`config.mk`:
```
export PLATFORM = sky130hd
export DESIGN_NAME = downsampling
export DESIGN_NICKNAME = d
export VERILOG_FILES = /design/src/rtl/downsampling_pkg.sv /design/src/rtl/pool_window_avg.sv /design/src/rtl/downsampling.sv
export SDC_FILE = /design/constraint.sdc
export NUM_CORES = 1
export LEC_CHECK = 0
export CAP_MARGIN = 5
export CORE_UTILIZATION = 45
export CTS_CLUSTER_SIZE = 40
export DETAILED_ROUTE_END_ITERATION = 16
export PLACE_DENSITY = 0.85
export SYNTH_ARGS = -nofsm -noshare
export SYNTH_HDL_FRONTEND = slang
export SYNTH_SLANG_ARGS = --single-unit
export TNS_END_PERCENT = 30
```
`constraint.sdc`:
```
create_clock -name clk -period 6 [get_ports clk]
set_input_delay 0.9 -clock clk [delete_from_list [all_inputs] [get_ports clk]]
set_output_delay 0.9 -clock clk [all_outputs]
set_load 0.01 [all_outputs]
```
`src/rtl/downsampling_pkg.sv`:
```
// Shared constants and matrix types for the 2x2 average-pooling stage.
package downsampling_pkg;
  localparam int WIDTH   = 8;
  localparam int IN_DIM  = 3;
  localparam int POOL    = 2;
  localparam int STRIDE  = 1;
  localparam int OUT_DIM = (IN_DIM - POOL) / STRIDE + 1;
  localparam int SUM_W   = WIDTH + 2;

  typedef logic [WIDTH-1:0]                    elem_t;
  typedef elem_t [IN_DIM-1:0][IN_DIM-1:0]      in_mat_t;
  typedef elem_t [OUT_DIM-1:0][OUT_DIM-1:0]    out_mat_t;
endpackage

```
`src/rtl/pool_window_avg.sv`:
```
// Combinational average of one 2x2 window. DOWNSAMPLING_ROUND_EN selects
// round-half-up; otherwise the result is the truncating floor.
module pool_window_avg #(
  parameter int WIDTH = 8
) (
  input  logic [WIDTH-1:0] a,
  input  logic [WIDTH-1:0] b,
  input  logic [WIDTH-1:0] c,
  input  logic [WIDTH-1:0] d,
  output logic [WIDTH-1:0] avg
);
  localparam int SW = WIDTH + 2;

  logic [SW-1:0] sum;
  logic [SW-1:0] sum_adj;

  assign sum = {2'b00, a} + {2'b00, b} + {2'b00, c} + {2'b00, d};

`ifdef DOWNSAMPLING_ROUND_EN
  // Max (4*(2^W-1)+2) still fits in W+2 bits, so no saturation.
  assign sum_adj = sum + SW'(2);
`else
  assign sum_adj = sum;
`endif

  assign avg = sum_adj[SW-1:2];
endmodule

```
`src/rtl/downsampling.sv`:
```
// 3x3 -> 2x2 overlapping average pool, one registered result per accepted input.
// Optional build macro: DOWNSAMPLING_ROUND_EN (round half up instead of floor).
import downsampling_pkg::*;

module downsampling #(
  parameter int WIDTH  = downsampling_pkg::WIDTH,
  parameter int IN_DIM = downsampling_pkg::IN_DIM,
  parameter int POOL   = downsampling_pkg::POOL,
  parameter int STRIDE = downsampling_pkg::STRIDE,
  localparam int OUT_DIM = (IN_DIM - POOL) / STRIDE + 1
) (
  input  logic                                        clk,
  input  logic                                        rst,
  input  logic                                        in_valid,
  input  logic [IN_DIM-1:0][IN_DIM-1:0][WIDTH-1:0]    conv_out,
  output logic                                        out_valid,
  output logic [OUT_DIM-1:0][OUT_DIM-1:0][WIDTH-1:0]  downsampled_out
);
  localparam int STAGES = 1;

  // The divide is a fixed 2-bit shift, so only 2x2 windows are meaningful.
  if (POOL != 2) begin : g_bad_pool
    $error("downsampling: POOL must be 2");
  end

  logic [OUT_DIM-1:0][OUT_DIM-1:0][WIDTH-1:0] avg_w;
  logic [STAGES:0]                            vld_pipe;

  for (genvar i = 0; i < OUT_DIM; i++) begin : g_row
    for (genvar j = 0; j < OUT_DIM; j++) begin : g_col
      pool_window_avg #(.WIDTH(WIDTH)) u_win (
        .a   (conv_out[i*STRIDE  ][j*STRIDE  ]),
        .b   (conv_out[i*STRIDE  ][j*STRIDE+1]),
        .c   (conv_out[i*STRIDE+1][j*STRIDE  ]),
        .d   (conv_out[i*STRIDE+1][j*STRIDE+1]),
        .avg (avg_w[i][j])
      );
    end
  end

  assign vld_pipe[0] = in_valid;

  always_ff @(posedge clk) begin
    if (rst) begin
      vld_pipe[STAGES:1] <= '0;
      downsampled_out    <= '0;
    end else begin
      vld_pipe[STAGES:1] <= vld_pipe[STAGES-1:0];
      // Load only on accepted inputs so idle-cycle garbage never reaches the output.
      if (in_valid) downsampled_out <= avg_w;
    end
  end

  assign out_valid = vld_pipe[STAGES];
endmodule

```
-- Word-level counts from Yosys, hierarchy flattened
Index checks and enable logic that the tools add are counted.
- flip-flop bits (word level): 33
- input bits: 75
- output and inout bits: 33
- word-level logic and storage cells: 17
- add/subtract/negate cells: 12
- operator list (cell ; number):
    10-bit by 8-bit adder with 10-bit output ; 8
    8-bit by 8-bit adder with 9-bit output ; 4

-- Depth between registers and ports, before layout
Gate-level depths: netlist of run 1.
- depth after elaboration: 3
- gate-level depth with buffers: 16
- mapped depth without buffers: 16

-- Cells and area by module
Synthesis of run 1 repeated with hierarchy kept, for this count alone.
- cells, all modules: 528
- area, all modules: 4454.3 µm²
- modules (own cells, without submodules) (module ; times used ; cells each ; area each (µm²) ; seq. area each (µm²)):
    pool_window_avg (g_row[0].g_col[0].u_win ...) ; 3 ; 108 ; 828.3 ; 0.0
    downsampling ; 1 ; 106 ; 1202.4 ; 660.6
    pool_window_avg (g_row[1].g_col[1].u_win) ; 1 ; 98 ; 767.0 ; 0.0

-- Worst setup path after synthesis of run 1
OpenSTA, ideal clock, no wires.
- path kind: input -> register
- start point: input conv_out[0] (netlist bit)
- end point: register downsampled_out[5] (netlist bit)
- setup time: 79 ps
- data arrival time: 3910 ps
- required time: 5921 ps
- path slack: 2011 ps
- stages: 14
- path buffers: 0
- path through: ha_1 -> fa_1 -> a21o_1 -> a21oi_1 -> nor2_1 -> o31ai_1 -> nand2_1 -> fa_1 -> inv_1 -> ha_1 -> nand2_1 -> o21ai_0 -> or4b_1 -> o211ai_1
- longest elaborated chain between the ends: 3
- RTL lines (item ; RTL line ; text):
    start, declared ; downsampling.sv:15 ; input logic [IN_DIM-1:0][IN_DIM-1:0][WIDTH-1:0] conv_out,
    8-bit by 8-bit adder with 9-bit output ; pool_window_avg.sv:17 ; assign sum = {2'b00, a} + {2'b00, b} + {2'b00, c} + {2'b00, d};
    10-bit by 8-bit adder with 10-bit output (2 in series) ; pool_window_avg.sv:17 ;
    end signal, assigned ; downsampling.sv:50 ; if (in_valid) downsampled_out <= avg_w;
    end, declared ; downsampling.sv:17 ; output logic [OUT_DIM-1:0][OUT_DIM-1:0][WIDTH-1:0] downsampled_out
Every way passes these cells.
A chain may end at the register's enable or synchronous reset.

-- Worst setup path in the final report of run 1
- start point: input conv_out[8] (netlist bit)
- end point: register downsampled_out[13] (netlist bit)
The elaborated chain is that of the path after synthesis.

==> metrics.txt, run 1 <==
synthesized instance count 541; level count of the clock H-tree 2; row count 36; Starting Density between 40 and 50%; Rel. slew slack between 30% and 40%; buffers added on ports around 110; leading cell types by total area after synthesis ha_1 (18%), fa_1 (16%), dfxtp_1 (15%); antenna violations before repair 0; static leakage power ~2.8 nW; distinct cell type count of the synthesized netlist 58; share of layout cells above drive strength 1 4.01%; number of synthesized flops with an enable pin 0; Period minus WS final 4.58 ns; maximum fanout along the worst path 6; outcome finished, final reports clean; CP Capture Type flip-flop; unrepaired setup endpoints after global routing false; PnR worst setup slack 1.42 ns; number of setup buffers added after CTS 0; total clock buffers created by CTS 5; total overflow reported by the global router 0; maximum count of clock buffers along a single path 2; pre-CTS worst setup slack approximately 1.1 ns; Critical Setup Path Class primary input to flip-flop; ANT cells 0; wire length of the first global-routing pass ~18 mm; wire length reported by the detailed router approximately 12 mm; post-synthesis sequential element count 33; CTS Root Cell clkbuf_8; Core Region roughly 0.0097 sq mm; cell type with the largest total area after synthesis ha_1; highest achievable clock rate ~220 MHz; floorplan die height between 100 and 150 um; clock network latency to the later pin of the worst-skew pair 0.29 ns; total of max-cap violations 0; total I/O pin count about 110; clk_skew 0 ns; pin count of the biggest net entering global routing 42; GRT Util Overall between 20 and 25%; final critical-path share of the clock period around three quarters; register clock-pin slew on the reported worst setup and hold paths ~0.08 ns; final hold vios 0; Worst Max-Slew Pin Slew 0.928 ns; number of fill cells slightly below 900; share of flip-flops with an asynchronous set or reset 0%; Crit path required time 6.19 ns; initial drt markers roughly 110; Placement Cell Area approximately 0.0057 sq mm; Final Setup Violations 0; total number of nets in the final design ~820; power density relative to cell area ~270 mW/mm^2; Die Area between 0.01 and 0.015 sq mm; dominant register cell in the synthesized netlist dfxtp_1; DP Wirelength 9.69 mm; average routed wire per standard cell roughly 15 um; startpoint kind of the worst setup timing path primary input; fraction of the yosys area taken by sequential cells ~15%; Max rail drop VDD approximately 120 uV; Setup TNS 0 ns; number of nets produced by synthesis approximately 720; detailed-routing iteration count for the pre-antenna-repair pass 4; residual antenna-violating net count after detailed routing 0; number of DRC violations after detailed routing 0; via count between 4000 and 5000; Non-Filler Cell Area, Final 0.00582 sq mm; Num Clock Sinks 33; Arrival @ worst endpoint about 4.8 ns; count of final max-slew check failures 0; top cell type's share of synthesized area between 10% and 20%; Synth-to-Final Area Change 28.8%; CTS hold repair buffers 0; routability congestion estimate from global placement around 0.86; number of global-route vias before repair a little over 4000; post-synthesis instance area 0.00452 sq mm; YS warnings 0; total of cells resized after clock tree synthesis 0; mean area per synthesized cell 8.35 sq um; worst min-delay path category flip-flop to flip-flop; Avg Vias per Cell between 5 and 6; horizontal extent of the die slightly above 100 um; CTS tree done
[per-stage QoR]
stage	std cells	power, W	hold slack [ns]	utilization, %
2_1_floorplan	541	0.00100	0.483	-
3_3_place_gp	773	0.00132	0.442	58.8
3_5_place_dp	773	0.00135	0.444	58.8
4_1_cts	781	0.00156	0.463	59.8
5_1_grt	781	0.00169	0.491	59.8
6_report	781	0.00155	0.460	59.8
[routing by layer]
layer,global-route usage [%],part of all wire (%),wire [um]
met5,0,0,0
met4,6.48,1.8,205
met3,2.26,5.0,572
met2,41.9,51,5860
met1,28.3,42,4890
[final timing paths]
path / endpoint / slack [ns] / from / cells past startpoint
worst max register to register: downsampled_out[29] / 5.03 / downsampled_out[29] / 2
worst min-delay path: downsampled_out[6] / 0.46 / downsampled_out[6] / 2
worst max-delay path: downsampled_out[13] / 1.42 / conv_out[8] / 16
worst min register to register: downsampled_out[6] / 0.46 / downsampled_out[6] / 2
[layout by cell type (no fill, tap or decap), drive strengths merged, types with 6 or more instances in the layout]
| cell type | Yosys | layout |
|---|---|---|
| a21oi | 36 | 36 |
| ha | 64 | 64 |
| a21boi | 6 | 6 |
| o31ai | 8 | 8 |
| xor2 | 15 | 15 |
| mux2i | 11 | 11 |
| or4 | 6 | 6 |
| xnor2 | 20 | 20 |
| nor2 | 38 | 38 |
| a21o | 9 | 9 |
| nand2 | 27 | 27 |
| fa | 36 | 36 |
| a211oi | 10 | 10 |
| o21a | 7 | 7 |
| clkbuf | 4 | 7 |
| clkdlybuf4s50 | 0 | 107 |
| o21ai | 27 | 27 |
| inv | 114 | 114 |
| dfxtp | 33 | 33 |
[cells in the mapped netlist (3+ instances only)]
cell type	instances
and2_1	3
or3_1	4
dfxtp_1	33
mux2i_1	11
a31oi_1	3
a21oi_1	34
a21boi_0	6
nor4b_1	3
a41o_1	3
ha_1	64
xnor2_1	20
o21ai_0	25
a2bb2oi_1	4
clkbuf_1	4
inv_1	113
nor2_1	38
nand2_1	27
a211oi_1	10
nor2b_1	4
nand3_1	4
o31ai_2	3
fa_1	36
a21bo_2	3
a21o_1	9
xor2_1	15
nand4b_1	3
or4_1	6
o31ai_1	5
nor3_1	4
o21a_1	7
[registers in the layout, indices dropped and copies added, names as in the netlist]
signal / flops
downsampled_out: 32
out_valid: 1
[where the power goes]
group	internal [W]	leakage (nW)	switching, W
Sequential	0.000283	0.272	0.0000397
Combinational	0.000507	2.45	0.000524
Clock	0.000104	0.0542	0.0000948
[area by class of cell]
class,instances,area (sq um),area share [%]
Clock inverter,1,5.00,0.0860
Multi-Input combinational cell,384,3380,58.0
Clock buffer,7,96.3,1.66
Timing Repair Buffer,109,1090,18.7
Sequential cell,33,661,11.4
Tap cell,133,166,2.86
Inverter,114,428,7.35
[kinds of logic after synthesis]
kind of cell             count (synthesis)  share of synthesized area [%]
AND/OR/NAND/NOR                        107                           12.2
AO/OA/AOI/OAI                          130                           19.4
buffers and inverters                  124                           10.6
adder cells (fa/ha/maj)                100                           33.7
XOR/XNOR                                35                           6.79
flip-flops                              33                           14.6
multiplexers                            12                           2.69
[worst max-delay path, cell delays in order]
cell and delay (ns):
clkdlybuf4s50_1 0.48, ha_1 0.18, inv_1 0.06, fa_1 0.39
nor2b_1 0.14, o21ai_0 0.11, a21boi_0 0.35, o21ai_0 0.14
a21bo_2 0.21, fa_1 0.47, inv_1 0.04, ha_1 0.37
nand2_1 0.07, o21ai_1 0.19, mux2_1 0.35, a311o_1 0.31
Note: power is estimated with default switching activity, not from simulation.
==> run 2, diff against run 1 <==
Clock period 6 ns to 4.3 ns, I/O delays scaled along.
==> metrics.txt, run 2 (synthesis gave the netlist of run 1 again) <==
outcome finished, final reports clean; unrepaired setup endpoints after global routing false; most common cell after layout, fill and taps aside inv_1; total clock buffers created by CTS 5; CTS Root Cell clkbuf_8; average routed wire per standard cell about 15 um; Rel. slew slack 38.0%; total of cells resized after clock tree synthesis 0; startpoint of the tightest hold check path downsampled_out[12]; number of DRC violations after detailed routing 0; register clock-pin slew on the reported worst setup and hold paths 0.07 ns; internal power contribution 0.00130 W; Avg Vias per Cell roughly 5.3; Switch Pwr ~0.00094 W; reg2reg setup slack approximately 3.3 ns; wire length reported by the detailed router 12.1 mm; GRT Util Overall a little under a quarter; Worst Reg-to-Reg Cells 2; total of max-cap violations 0; Core Util, Final roughly 62%; endpoint of the worst hold-timing path downsampled_out[12]; total I/O pin count roughly 110; ANT cells 0; antenna violations before repair 0; capture instance of the worst register-to-register path downsampled_out[29]; via count approximately 4300; Final Setup Violations 0; Crit path required time about 4.5 ns; Non-Filler Cell Area, Final 0.00605 sq mm; Clock Power Share a little over a tenth; Max rail drop VDD approximately 160 uV; pre-CTS worst setup slack -0.213 ns; number of setup buffers added after CTS 0; Worst R2R Start downsampled_out[29]; maximum fanout along the worst path 3; combinational cell fraction of total power roughly 69%; maximum count of clock buffers along a single path 2; Critical Setup Path Class primary input to flip-flop; Min-Delay Path Depth 2; number of flip-flops under the largest register name 32; routability congestion estimate from global placement between 0.8 and 0.9; fraction of power spent switching nets a little over two fifths; floorplan die height approximately 100 um; share of layout cells above drive strength 1 8.39%; startpoint of the most critical setup path conv_out[32]; pin count of the biggest net entering global routing 22; clock network latency to the later pin of the worst-skew pair 0.29 ns; detailed-routing iteration count for the pre-antenna-repair pass 5; Starting Density 46.4%; cell total after placement 804; wire length of the first global-routing pass 19.2 mm; worst min-delay path category flip-flop to flip-flop; final critical-path share of the clock period 95.9%; clk_skew 0 ns; most used cells in the layout excluding fill and tap cells inv_1 (113), clkdlybuf4s50_1 (107), ha_1 (63), nor2_1 (38), fa_1 (36); CTS tree done; residual antenna-violating net count after detailed routing 0; count of final max-slew check failures 0; smallest hold slack between 0.4 and 0.5 ns; power density relative to cell area between 300 and 400 mW/mm^2; Synth-to-Final Area Change 34.0%; Num Clock Sinks 33; initial drt markers 124; horizontal extent of the die 102 um; Arrival @ worst endpoint roughly 4.3 ns; buffers added on ports 107; Post-Layout Cell Count just over 800; Worst Max-Slew Pin Slew ~0.93 ns; Core Region approximately 0.0097 sq mm; Reg with most FFs downsampled_out; CTS hold repair buffers 0; total overflow reported by the global router 0; DP Wirelength just over 10 mm; final hold vios 0; Period minus WS final 4.12 ns; part of the power in registers 20.0%; Die Area approximately 0.010 sq mm; static leakage power between 2 and 3 nW; number of global-route vias before repair between 4000 and 5000; highest achievable clock rate around 240 MHz; startpoint kind of the worst setup timing path primary input; row count 36; Placement Cell Area a little under 0.006 sq mm; level count of the clock H-tree 2; PnR worst setup slack ~0.18 ns; total number of nets in the final design around 850; CP Capture Type flip-flop
==> run 2: through the flow <==
stage	total power, W	TNS (ns)
3_3_place_gp	0.00193	-0.140
3_5_place_dp	0.00199	-1.06
4_1_cts	0.00224	0
2_1_floorplan	0.00140	0
5_1_grt	0.00244	0
6_report	0.00225	0
==> run 2: worst max-delay path, stage by stage <==
cell and delay, ns:
clkdlybuf4s50_1 0.52, ha_1 0.18, inv_1 0.06, fa_1 0.40, buf_4 0.15, xor2_1 0.16, fa_1 0.47, inv_1 0.07
fa_1 0.46, a21o_1 0.21, a21oi_2 0.21, o21ai_2 0.11, nor4b_4 0.13, or4_1 0.50
==> run 2: power groups by stage <==
stage / clock network, W / logic [W] / registers, W
3_3_place_gp: 0 / 0.00147 / 0.000453
5_1_grt: 0.000254 / 0.00172 / 0.000459
6_report: 0.000240 / 0.00156 / 0.000449
4_1_cts: 0.000241 / 0.00155 / 0.000449
2_1_floorplan: 0 / 0.000918 / 0.000484
3_5_place_dp: 0 / 0.00154 / 0.000455
==> run 2: routing by layer <==
| metal | part of all wire, % | vias to the layer above | global-route usage [%] |
|---|---|---|---|
| li1 | - | 2092 | - |
| met1 | 40 | 2054 | 27.5 |
| met2 | 53 | 127 | 45.5 |
| met3 | 4.9 | 23 | 2.60 |
| met4 | 2.2 | 0 | 7.47 |
| met5 | 0 | - | 0 |
==> run 2: area by class of cell <==
cell class	instances	area [sq um]
multi-input cells	384	3400
clock buffers	8	80.1
fillers	864	3680
flip-flops and latches	33	661
well taps	133	166
inverters	114	428
repair buffers	140	1320
==> run 2: worst max path at each step <==
stage / endpoint / slack (ns) / depth (start not counted)
after floorplan: downsampled_out[5] / 0.57 / 14
after global placement: downsampled_out[13] / -0.09 / 16
after detailed placement: downsampled_out[5] / -0.21 / 15
after CTS: downsampled_out[5] / 0.09 / 15
after global routing: downsampled_out[29] / 0.02 / 14
final: downsampled_out[29] / 0.18 / 14
==> run 3, diff against run 2 <==
Settings changed: CTS_CLUSTER_DIAMETER set to 150.
==> results of run 3 <==
Final layout, timing and power as in run 2 (identical DEF).
